==> config.mk <==
export PLATFORM = sky130hd
export DESIGN_NAME = core_dispatcher
export DESIGN_NICKNAME = d
export VERILOG_FILES = /design/src/rtl/core_dispatcher.sv
export SDC_FILE = /design/constraint.sdc
export NUM_CORES = 1
export LEC_CHECK = 0
export CAP_MARGIN = 20
export CORE_UTILIZATION = 25
export DETAILED_ROUTE_END_ITERATION = 10
export GPL_ROUTABILITY_DRIVEN = 0
export GPL_TIMING_DRIVEN = 0
export PLACE_DENSITY = 0.6
export SLEW_MARGIN = 15
export SYNTH_ARGS = -nofsm -noshare
export SYNTH_HDL_FRONTEND = slang
export SYNTH_SLANG_ARGS = --single-unit
==> constraint.sdc <==
create_clock -name clk -period 1.65 [get_ports clk]
set_input_delay 0.33 -clock clk [delete_from_list [all_inputs] [get_ports clk]]
set_output_delay 0.33 -clock clk [all_outputs]
set_load 0.1 [all_outputs]
==> src/rtl/core_dispatcher.sv <==
// ============================================================================
// Module      : core_dispatcher
// Description : Multi-core launch/completion controller. Releases a selected
//               set of cores into RUN, collects their end_process flags,
//               acknowledges each finished core and pulses done when the run
//               completes. Optional watchdog enabled by the macro
//               CORE_DISPATCH_TIMEOUT_EN.
// Revision    : 1.0 - initial release
// ============================================================================
`default_nettype none

module core_dispatcher #(
  parameter int NUM_CORES = 4,
  parameter int TIMEOUT_W = 16
) (
  input  logic                   clk,
  input  logic                   rst,
  input  logic                   start,
  input  logic [NUM_CORES-1:0]   core_mask,
  input  logic [TIMEOUT_W-1:0]   timeout_cycles,
  input  logic [NUM_CORES-1:0]   end_process,
  output logic [2*NUM_CORES-1:0] status,
  output logic                   busy,
  output logic                   done,
  output logic [NUM_CORES-1:0]   done_mask,
  output logic                   timeout_err
);

  typedef enum logic [1:0] {
    S_IDLE = 2'd0,
    S_RUN  = 2'd1,
    S_DONE = 2'd2
  } state_t;

  localparam logic [1:0] C_LANE_HOLD = 2'b00;
  localparam logic [1:0] C_LANE_RUN  = 2'b01;
  localparam logic [1:0] C_LANE_ACK  = 2'b10;

  state_t                   r_state;
  state_t                   w_state_nxt;
  logic [NUM_CORES-1:0]     r_active;
  logic [NUM_CORES-1:0]     w_active_nxt;
  logic [NUM_CORES-1:0]     r_done_mask;
  logic [NUM_CORES-1:0]     w_done_mask_nxt;
  logic [2*NUM_CORES-1:0]   r_status;
  logic [2*NUM_CORES-1:0]   w_status_nxt;
  logic                     r_busy;
  logic                     w_busy_nxt;
  logic                     r_done;
  logic                     w_done_nxt;

  logic [NUM_CORES-1:0]     w_dm_upd;
  logic                     w_complete;
  logic                     w_launch;
  logic                     w_expire;

  // Per-lane code: inactive lanes hold, active lanes run until done, then ack.
  function automatic logic [2*NUM_CORES-1:0] lane_codes(
    input logic [NUM_CORES-1:0] act,
    input logic [NUM_CORES-1:0] fin
  );
    logic [2*NUM_CORES-1:0] codes;
    codes = '0;
    for (int i = 0; i < NUM_CORES; i++) begin
      if (act[i]) begin
        codes[2*i +: 2] = fin[i] ? C_LANE_ACK : C_LANE_RUN;
      end else begin
        codes[2*i +: 2] = C_LANE_HOLD;
      end
    end
    return codes;
  endfunction

  // Completion view including this edge's end_process; inactive cores masked.
  assign w_dm_upd   = r_done_mask | (end_process & r_active);
  assign w_complete = (w_dm_upd == r_active);
  assign w_launch   = (r_state == S_IDLE) && start;

`ifdef CORE_DISPATCH_TIMEOUT_EN
  logic [TIMEOUT_W-1:0] r_cnt;
  logic [TIMEOUT_W-1:0] w_cnt_inc;
  logic                 r_timeout_err;

  assign w_cnt_inc = r_cnt + TIMEOUT_W'(1);
  // Completion on the expiring edge wins, so expiry requires !w_complete.
  assign w_expire  = (r_state == S_RUN) && (timeout_cycles != '0) &&
                     (w_cnt_inc == timeout_cycles) && !w_complete;

  // Watchdog counter and sticky timeout flag, cleared on each launch.
  always_ff @(posedge clk) begin
    if (rst) begin
      r_cnt         <= '0;
      r_timeout_err <= 1'b0;
    end else if (w_launch) begin
      r_cnt         <= '0;
      r_timeout_err <= 1'b0;
    end else if (r_state == S_RUN && !w_complete) begin
      if (w_expire) begin
        r_timeout_err <= 1'b1;
      end else begin
        r_cnt <= w_cnt_inc;
      end
    end
  end

  assign timeout_err = r_timeout_err;
`else
  logic w_unused_timeout;

  assign w_unused_timeout = ^timeout_cycles;
  assign w_expire         = 1'b0;
  assign timeout_err      = 1'b0;
`endif

  // Next-state and next-output computation; all outputs are registered.
  always_comb begin
    w_state_nxt     = r_state;
    w_active_nxt    = r_active;
    w_done_mask_nxt = r_done_mask;
    w_status_nxt    = '0;
    w_busy_nxt      = 1'b0;
    w_done_nxt      = 1'b0;
    case (r_state)
      S_IDLE: begin
        if (start) begin
          w_done_mask_nxt = '0;
          w_busy_nxt      = 1'b1;
          if (core_mask != '0) begin
            w_active_nxt = core_mask;
            w_status_nxt = lane_codes(core_mask, '0);
            w_state_nxt  = S_RUN;
          end else begin
            w_active_nxt = '0;
            w_done_nxt   = 1'b1;
            w_state_nxt  = S_DONE;
          end
        end
      end
      S_RUN: begin
        w_done_mask_nxt = w_dm_upd;
        w_busy_nxt      = 1'b1;
        if (w_complete || w_expire) begin
          w_done_nxt  = 1'b1;
          w_state_nxt = S_DONE;
        end else begin
          w_status_nxt = lane_codes(r_active, w_dm_upd);
        end
      end
      S_DONE: begin
        w_state_nxt = S_IDLE;
      end
      default: begin
        w_state_nxt = S_IDLE;
      end
    endcase
  end

  // State and registered outputs; reset aborts any run immediately.
  always_ff @(posedge clk) begin
    if (rst) begin
      r_state     <= S_IDLE;
      r_active    <= '0;
      r_done_mask <= '0;
      r_status    <= '0;
      r_busy      <= 1'b0;
      r_done      <= 1'b0;
    end else begin
      r_state     <= w_state_nxt;
      r_active    <= w_active_nxt;
      r_done_mask <= w_done_mask_nxt;
      r_status    <= w_status_nxt;
      r_busy      <= w_busy_nxt;
      r_done      <= w_done_nxt;
    end
  end

  assign status    = r_status;
  assign busy      = r_busy;
  assign done      = r_done;
  assign done_mask = r_done_mask;

endmodule

`default_nettype wire

==> flow_summary_export.csv, run 1 <==
group,metric,value,unit
outcome,status,"completed",
logic_synthesis,synth_top_family_by_area,"simple AND/OR/NAND/NOR gates",
worst_setup_path,crit_arrival,1.84,ns
detailed_routing,drt_pass1_iterations,4,
power,p_total,1.111,mW
global_routing,antenna_found_initial,0,
layout,multi_input_area,498.0,um^2
logic_synthesis,synth_area_leader_cell,"dfxtp_1",
timing,final-hold-violation-count,0,
worst_setup_path,worstPathRequired,1.86,ns
logic_synthesis,syn_nets,127,
logic_synthesis,ys_seq_elements,20,
detailed_routing,final_antenna_net_count,0,
worst_setup_path,crit_type,"input pin to flip-flop",
power,powerDensity,837.4,mW/mm^2
logic_synthesis,synthArstFlopShare,0,%
layout,n_antenna_cell,0,
detailed_routing,routedWlPerCell,11.05,um
worst_setup_path,r2r_cells,6,
timing,rsz0062_at_grt,"true",
detailed_routing,vias_per_cell,4.311,
worst_setup_path,cp.depth,7,
logic_synthesis,synth.area.top_cells,"dfxtp_1 47%, ha_1 12%, nand2_1 4.9%",
worst_setup_path,cp-start-kind,"input pin",
timing,clock.fmax,611.5,MHz
power,peakVddDrop,251.2,uV
worst_setup_path,slowest_stage,"clkdlybuf4s50_1",
timing,slew_viol_final,0,
hold_path,worstHoldPathCells,2,
clock_tree,cts_buffers,3,
logic_synthesis,synthXorXnorAreaFrac,0,%
die,fp-row-count,20,
clock_tree,cts.sinks,20,
worst_setup_path,cpPeakStageDelay,0.46,ns
die,die_w,60.12,um
timing,skew,0.001864,ns
logic_synthesis,synth_cells,92,
global_routing,grt_pass1_wl,2.987,mm
die,fp.dieH,60.12,um
logic_synthesis,synth-compound-area-share,13.78,%
layout,seq_area,421.7,um^2
layout,area_growth,57.04,%
layout,drive_gt1_share,34.96,%
power,leakage,0.5391,nW
die,die_area,0.003614,mm^2
clock_tree,htree_num_levels,1,
job,drv_cap,0,
logic_synthesis,ys_types,25,
clock_tree,insertion_delay,0.30,ns
die,core-area,0.003128,mm^2
detailed_routing,wirelength,1.845,mm
detailed_routing,initialDrtViolationCount,9,
logic_synthesis,yosysTopAreaCellShare,47.41,%
worst_setup_path,cp-end-kind,"flip-flop",
layout,fillCellCount,308,
logic_synthesis,synthFlopType,"dfxtp_1",
logic_synthesis,yosys-mux-area-fraction,0,%
logic_synthesis,yosys_warnings,0,
timing,setup_viol,0,
detailed_routing,post-route-drc-count,0,
logic_synthesis,synth-edff-count,0,
die,start_util,27.00,%
layout,nets,159,
worst_setup_path,critical-path-top-delay-family,"buffers and inverters",
logic_synthesis,synthAdderAreaFrac,11.85,%
worst_setup_path,reg2reg_slack,0.04,ns
clock_tree,cts_tree,"built",
clock_tree,root_buffer,"clkbuf_4",
hold_path,worst_hold_path_type,"input pin to flip-flop",
global_routing,first_global_vias,723,
worst_setup_path,crit_fanout,4,
layout,final_cells,167,
timing,fin_crit,1.635,ns
global_routing,grt_overflow_total,0,
logic_synthesis,syn_area,844.6,um^2
logic_synthesis,avgSynthCellArea,9.180,um^2
logic_synthesis,yosysSeqAreaShare,47.41,%
global_routing,grt_max_degree,12,
clock_tree,clk_pin_slew_worst_paths,0.11,ns
placement,post-dp-hpwl,1.316,mm
clock_tree,cts_buffer_depth,2,
timing,slew_headroom,63.39,%
detailed_routing,num_vias,720,
placement,port_buffers,23,
timing,worst_pin_slew,0.5480,ns
die,ios,42,
global_routing,grt_usage,11.54,%
timing,min_period_over_period,99.11,%
logic_synthesis,synth-simple-area-share,22.37,%
worst_setup_path,crit_buf_inv,2,
worst_setup_path,crit_chain,"clkdlybuf4s50_1 -> a21o_1 -> ha_4 -> nor4_4 -> buf_4 -> o22ai_2 -> and2b_1",
placement,dp_cells,159,
==> per-layer routing <==
| metal | track usage, % | share of wire [%] |
|---|---|---|
| met5 | 0 | 0 |
| met4 | 9.302 | 2.5 |
| met3 | 1.515 | 3.8 |
| met2 | 20.41 | 53 |
| met1 | 12.04 | 41 |
==> synth_stat cells, drive strengths merged (2+ instances only) <==
library cell,count
nand2,11
dfxtp,20
a21o,4
nor2b,2
nor4,2
nand2b,3
o22ai,4
o21ai,4
buf,2
and2,4
clkbuf,2
nor2,10
ha,8
a21oi,4
a22oi,2
inv,4
==> power breakdown <==
group	internal [mW]	switching, mW	leakage [nW]
registers	0.500	0.0195	0.168
clock network	0.135	0.143	0.0210
logic	0.119	0.194	0.350
total	0.754	0.357	0.539
==> final cells by class <==
type / count / area share, %
inverters: 4 / 1.132
clock buffers: 4 / 2.736
plain buffers: 4 / 1.509
flip-flops and latches: 20 / 31.79
repair buffers: 27 / 21.13
multi-input cells: 64 / 37.55
well taps: 44 / 4.151
==> flip-flops by register name (all words and copies together) (netlist names) <==
name,count
r_active,4
busy,1
done_mask,4
r_state,2
done,1
status,8
==> cell families (layout without fill, tap and decap cells) <==
logic type	Yosys count	count (layout)
flip-flops	20	20
other	1	1
buffers and inverters	8	39
AND/OR/NAND/NOR	37	37
AO/OA/AOI/OAI	18	18
adder cells (fa/ha/maj)	8	8
==> metrics by stage <==
step                      area [um^2]  hold slack [ns]  util [%]  worst slack (ns)  TNS (ns)
final                            1326           0.4207     42.40           0.01474         0
after CTS                        1272           0.3854     40.68           0.02561         0
after floorplan                 880.8           0.4458         -          0.009634         0
after detailed placement         1166           0.4925     37.28           -0.4578    -5.777
after global routing             1326           0.4371     42.40          -0.04447   -0.2599
after global placement           1166           0.4910     37.28           -0.4484    -5.643
==> path summary, 6_finish.rpt <==
path                            startpoint                        to
setup / recovery            end_process[3]   r_state[0]$_SDFFE_PP0P_
hold / removal                         rst  r_active[3]$_SDFFE_PP0P_
setup reg to reg  r_active[2]$_SDFFE_PP0P_   r_state[0]$_SDFFE_PP0P_
hold reg to reg   r_active[2]$_SDFFE_PP0P_  r_active[2]$_SDFFE_PP0P_
==> placed cells by master (no fill, tap or decap), types with 2 or more instances in the layout <==
cell type / Yosys / layout
clkbuf_4: 0 / 3
nor2_1: 10 / 10
o21ai_0: 4 / 4
buf_4: 1 / 5
dfxtp_4: 0 / 5
dfxtp_1: 20 / 13
clkbuf_1: 2 / 2
a22oi_1: 2 / 2
o22ai_2: 1 / 4
nor2b_1: 2 / 2
clkdlybuf4s50_1: 0 / 8
ha_4: 0 / 3
and2_1: 4 / 2
ha_1: 8 / 5
nand2b_1: 3 / 2
a21o_1: 4 / 4
nand2_1: 11 / 11
inv_1: 4 / 4
a21oi_1: 4 / 4
clkdlybuf4s15_2: 0 / 14
dfxtp_2: 0 / 2
and2_4: 0 / 2
==> what timing repair did <==
action | 4_1_cts | 5_1_grt
endpoints found under the setup margin | 24 | 10
gates resized for setup | 46 | 11
buffers inserted | 2 | 2
pin swaps | 8 | 7
hold buffers | 0 | 0
Note: power is estimated with default switching activity, not from simulation.
==> run 2: changes to the inputs <==
- CORE_UTILIZATION: 25 -> 35
- PLACE_DENSITY: 0.6 -> not set
- PLACE_DENSITY_LB_ADDON: not set -> 0.05
==> run 2 against run 1 <==
Combinational power is 5% lower. Highest routed layer unchanged. Clock power is 3% higher. Routed wire length is 11% lower. Critical path depth stayed put. Non-clock buffer count is 1 lower. Core utilization is 15 points higher. Clock skew is 0.0014 ns higher. Final cell count is 10% lower. Largest cell class unchanged. Critical endpoint unchanged. Largest power group unchanged. Worst hold slack better by 0.0020 ns. Sequential power hardly changed.
==> flow_summary_export.csv, run 2 (same netlist as run 1, synthesis figures left out) <==
group,metric,value,unit
outcome,status,"completed",
timing,min_period_over_period,99.32,%
timing,final-hold-violation-count,0,
worst_setup_path,crit_type,"input pin to flip-flop",
clock_tree,cts.sinks,20,
clock_tree,root_buffer,"clkbuf_4",
clock_tree,cts.hold.buffers_added,0,
global_routing,antenna_found_initial,0,
worst_setup_path,cp-end-kind,"flip-flop",
timing,slew_viol_final,0,
detailed_routing,vias_per_cell,4.753,
die,ios,42,
timing,worst_slack,0.01122,ns
global_routing,grt_usage,14.29,%
timing,fin_crit,1.639,ns
layout,final_common_cell,"clkdlybuf4s15_2",
detailed_routing,final_antenna_net_count,0,
job,drv_cap,0,
layout,area_growth,50.67,%
timing,setup_viol,0,
detailed_routing,num_vias,713,
detailed_routing,routedWlPerCell,10.97,um
die,start_util,37.82,%
global_routing,grt_overflow_total,0,
layout,postLayoutCoreUtil,56.97,%
power,powerDensity,869.3,mW/mm^2
detailed_routing,post-route-drc-count,0,
timing,worst_pin_slew,0.5460,ns
clock_tree,clk_pin_slew_worst_paths,0.11,ns
die,die_w,51.12,um
worst_setup_path,crit_fanout,4,
clock_tree,cts_tree,"built",
global_routing,first_global_vias,653,
placement,dp_cells,143,
worst_setup_path,crit_arrival,1.84,ns
layout,n_antenna_cell,0,
power,p_total,1.106,mW
clock_tree,cts_buffer_depth,2,
die,core-area,0.002233,mm^2
die,fp-row-count,17,
hold_path,worst_hold_path_type,"input pin to flip-flop",
timing,slew_headroom,63.77,%
clock_tree,cts_buffers,3,
layout,final_cell_mix,"14 x clkdlybuf4s15_2, 13 x dfxtp_1, 11 x nand2_1, 10 x nor2_1, 8 x clkdlybuf4s50_1",
power,leakage,0.5270,nW
layout,fillCellCount,214,
global_routing,grt_pass1_wl,2.691,mm
detailed_routing,initialDrtViolationCount,10,
die,fp.dieH,51.12,um
worst_setup_path,reg2reg_slack,0.03,ns
clock_tree,insertion_delay,0.30,ns
placement,post-dp-hpwl,1.252,mm
layout,drive_gt1_share,30.33,%
detailed_routing,wirelength,1.646,mm
clock_tree,htree_num_levels,1,
placement,place_ws,-0.4082,ns
timing,skew,0.003285,ns
layout,final_cells,150,
power,peakVddDrop,543.1,uV
layout,nets,158,
timing,clock.fmax,610.2,MHz
placement,port_buffers,23,
global_routing,grt_max_degree,12,
worst_setup_path,cp-start-kind,"input pin",
worst_setup_path,worstPathRequired,1.85,ns
layout,largest_reg_flops,8,
die,die_area,0.002613,mm^2
detailed_routing,drt_pass1_iterations,4,
==> run 2: cell types whose count changed in the layout (fill, tap and decap cells not counted) <==
cell | previous run | this run
and2_1 | 2 | 4
and2_4 | 2 | 0
buf_4 | 5 | 4
dfxtp_2 | 2 | 3
dfxtp_4 | 5 | 4
o22ai_1 | 0 | 3
o22ai_2 | 4 | 1
==> run 2: routing by layer <==
| layer | global-route usage [%] | routed length (um) | vias up |
|---|---|---|---|
| met5 | 0 | 0 | - |
| met2 | 22.59 | 783 | 15 |
| met4 | 8.333 | 25 | 0 |
| li1 | - | - | 366 |
| met3 | 3.571 | 65 | 4 |
| met1 | 17.43 | 771 | 328 |
==> run 2: cell type report <==
type | instances | area, um^2 | area share, %
repair buffers | 26 | 272.8 | 21.44
multi-input cells | 64 | 474.2 | 37.27
inverters | 4 | 15.01 | 1.180
well taps | 28 | 35.03 | 2.753
clock buffers | 4 | 36.28 | 2.852
plain buffers | 4 | 20.02 | 1.573
flip-flops and latches | 20 | 419.2 | 32.94
==> run 2: worst paths after layout <==
| path | from | endpoint | depth (start not counted) |
|---|---|---|---|
| worst max-delay path | end_process[3] | r_state[0]$_SDFFE_PP0P_ | 7 |
| worst min-delay path | rst | r_active[1]$_SDFFE_PP0P_ | 2 |
| worst max register to register | r_active[2]$_SDFFE_PP0P_ | r_state[0]$_SDFFE_PP0P_ | 6 |
| worst min register to register | r_active[1]$_SDFFE_PP0P_ | r_active[1]$_SDFFE_PP0P_ | 2 |
==> run 2: where the power goes <==
| group | internal (mW) | switching (mW) |
|---|---|---|
| combinational | 0.113 | 0.185 |
| sequential | 0.501 | 0.0207 |
| clock | 0.134 | 0.152 |
==> run 2: critical path: stages <==
cell             delay (ns)
clkdlybuf4s50_1        0.45
a21o_1                 0.17
ha_4                   0.22
nor4_4                 0.23
buf_4                  0.18
o22ai_2                0.08
and2b_1                0.17
==> run 2: stage by stage <==
step	TNS [ns]	area (um^2)	hold slack (ns)
floorplan	0	880.8	0.4458
global placement	-5.362	1146	0.4923
detailed placement	-5.227	1146	0.5013
CTS	0	1219	0.3774
global route	-0.006198	1272	0.4201
finish	0	1272	0.4227
==> run 2: repair_timing <==
item                       CTS  global route
gates resized for setup     45             6
setup endpoints to repair   22            10
setup buffers                0             3
pin swaps                    2             4
==> run 3: changes to the inputs <==
- CAP_MARGIN: 20 -> 5
- GPL_TIMING_DRIVEN: 0 -> 1
==> run 3 against run 2 <==
Via count is 5.3% higher. Die area stayed put. Flip-flop and latch count stayed put. Core utilization is 7.6 points higher. Critical path depth is 2 lower. Final cell count is 2.7% higher. First-iteration DRC count is 40% lower. Largest power group unchanged.
==> flow_summary_export.csv, run 3 (same netlist as run 1, synthesis figures left out) <==
group,metric,value,unit
outcome,status,"completed",
power,leakage,0.6227,nW
power,peakVddDrop,448.5,uV
detailed_routing,vias_per_cell,4.877,
timing,fin_setup_tns,0,ns
job,drv_cap,0,
placement,port_buffers,24,
worst_setup_path,crit_type,"flip-flop to flip-flop",
clock_tree,cts_tree,"built",
detailed_routing,initialDrtViolationCount,6,
detailed_routing,post-route-drc-count,0,
timing,slew_headroom,62.33,%
clock_tree,cts_buffer_depth,2,
placement,post-dp-hpwl,1.476,mm
detailed_routing,wirelength,1.984,mm
detailed_routing,routedWlPerCell,12.88,um
placement,place_ws,-0.3573,ns
global_routing,grt_max_degree,12,
detailed_routing,drt_pass1_iterations,4,
die,fp-row-count,17,
timing,slew_viol_final,0,
die,die_w,51.12,um
die,die_area,0.002613,mm^2
clock_tree,root_buffer,"clkbuf_4",
layout,fillCellCount,184,
layout,postLayoutCoreUtil,64.59,%
worst_setup_path,cp-end-kind,"flip-flop",
global_routing,first_global_vias,763,
worst_setup_path,cp-start-kind,"flip-flop",
detailed_routing,num_vias,751,
timing,worst_pin_slew,0.5639,ns
worst_setup_path,crit_arrival,1.83,ns
layout,nets,162,
global_routing,grt_usage,18.20,%
hold_path,worst_hold_path_type,"flip-flop to flip-flop",
layout,drive_gt1_share,33.33,%
clock_tree,cts.hold.buffers_added,0,
power,powerDensity,765.7,mW/mm^2
timing,rsz0062_at_grt,"true",
global_routing,antenna_found_initial,0,
worst_setup_path,crit_fanout,4,
timing,worst_slack,0.0009662,ns
clock_tree,cts_buffers,3,
layout,design_area,0.001443,mm^2
timing,min_period_over_period,99.94,%
die,ios,42,
global_routing,grt_pass1_wl,3.408,mm
global_routing,grt_overflow_total,0,
layout,final_cell_mix,"15 x dfxtp_1, 14 x buf_12, 11 x nand2_1, 10 x nor2_1, 10 x buf_4",
timing,clock.fmax,606.4,MHz
clock_tree,htree_num_levels,1,
timing,setup_viol,0,
layout,final_common_cell,"dfxtp_1",
timing,final-hold-violation-count,0,
die,fp.dieH,51.12,um
placement,dpl_cell_area,0.001344,mm^2
layout,largest_reg_flops,8,
detailed_routing,final_antenna_net_count,0,
die,core-area,0.002233,mm^2
layout,area_growth,70.81,%
clock_tree,clk_pin_slew_worst_paths,0.12,ns
timing,skew,0.01309,ns
worst_setup_path,worstPathRequired,1.83,ns
timing,fin_crit,1.649,ns
layout,n_antenna_cell,0,
die,start_util,37.82,%
clock_tree,cts.sinks,20,
clock_tree,insertion_delay,0.30,ns
run 3: cell count changes in the layout (fill, tap and decap cells not counted), sizes merged:
cell	delta
buf	+19
clkbuf	-2
clkdlybuf4s15	-14
dlymetal6s2s	+1
run 3: stage by stage:
step	hold WS, ns	power (mW)	std cells
after floorplan	0.4458	0.7270	92
after global placement	0.4988	0.8416	149
after detailed placement	0.5006	0.8452	149
after CTS	0.5242	1.097	153
after global routing	0.5173	1.159	154
final	0.5081	1.105	154
run 3: routing by layer:
layer	up-vias	GRT usage [%]	wire length, um
met5	-	0	0
met4	0	9.722	41
met3	5	2.976	91
met1	351	21.13	867
li1	373	-	-
met2	22	31.58	984
run 3: cell type report:
type	instances	area [um^2]	area share, %
clock buffers	4	26.28	1.821
repair buffers	34	460.4	31.92
inverters	4	15.01	1.041
flip-flops and latches	20	419.2	29.05
multi-input cells	64	486.7	33.74
well taps	28	35.03	2.428
run 3: timing repair:
item / CTS / global route
gates resized for setup: 4 / 7
setup endpoints to repair: 8 / 10
buffers inserted: 0 / 1
pin swaps: 2 / 6
run 3: path summary, 6_finish.rpt:
kind / start / to / slack (ns) / cells past startpoint
setup reg to reg: r_active[2]$_SDFFE_PP0P_ / status[0]$_SDFF_PP0_ / 0.001 / 5
setup / recovery: r_active[2]$_SDFFE_PP0P_ / status[0]$_SDFF_PP0_ / 0.001 / 5
hold reg to reg: r_active[2]$_SDFFE_PP0P_ / r_active[2]$_SDFFE_PP0P_ / 0.51 / 2
hold / removal: r_active[2]$_SDFFE_PP0P_ / r_active[2]$_SDFFE_PP0P_ / 0.51 / 2
run 3: power by group:
group / switching, mW / internal, mW / leakage (nW)
registers: 0.0253 / 0.500 / 0.167
logic: 0.193 / 0.143 / 0.441
clock network: 0.149 / 0.0942 / 0.0150
total: 0.367 / 0.737 / 0.623
run 3: critical path, stage by stage, from the launching register on:
cell      delay (ns)
dfxtp_4         0.38
a21o_1          0.22
ha_4            0.26
nor4_4          0.39
nand2b_4        0.23
o22ai_2         0.06
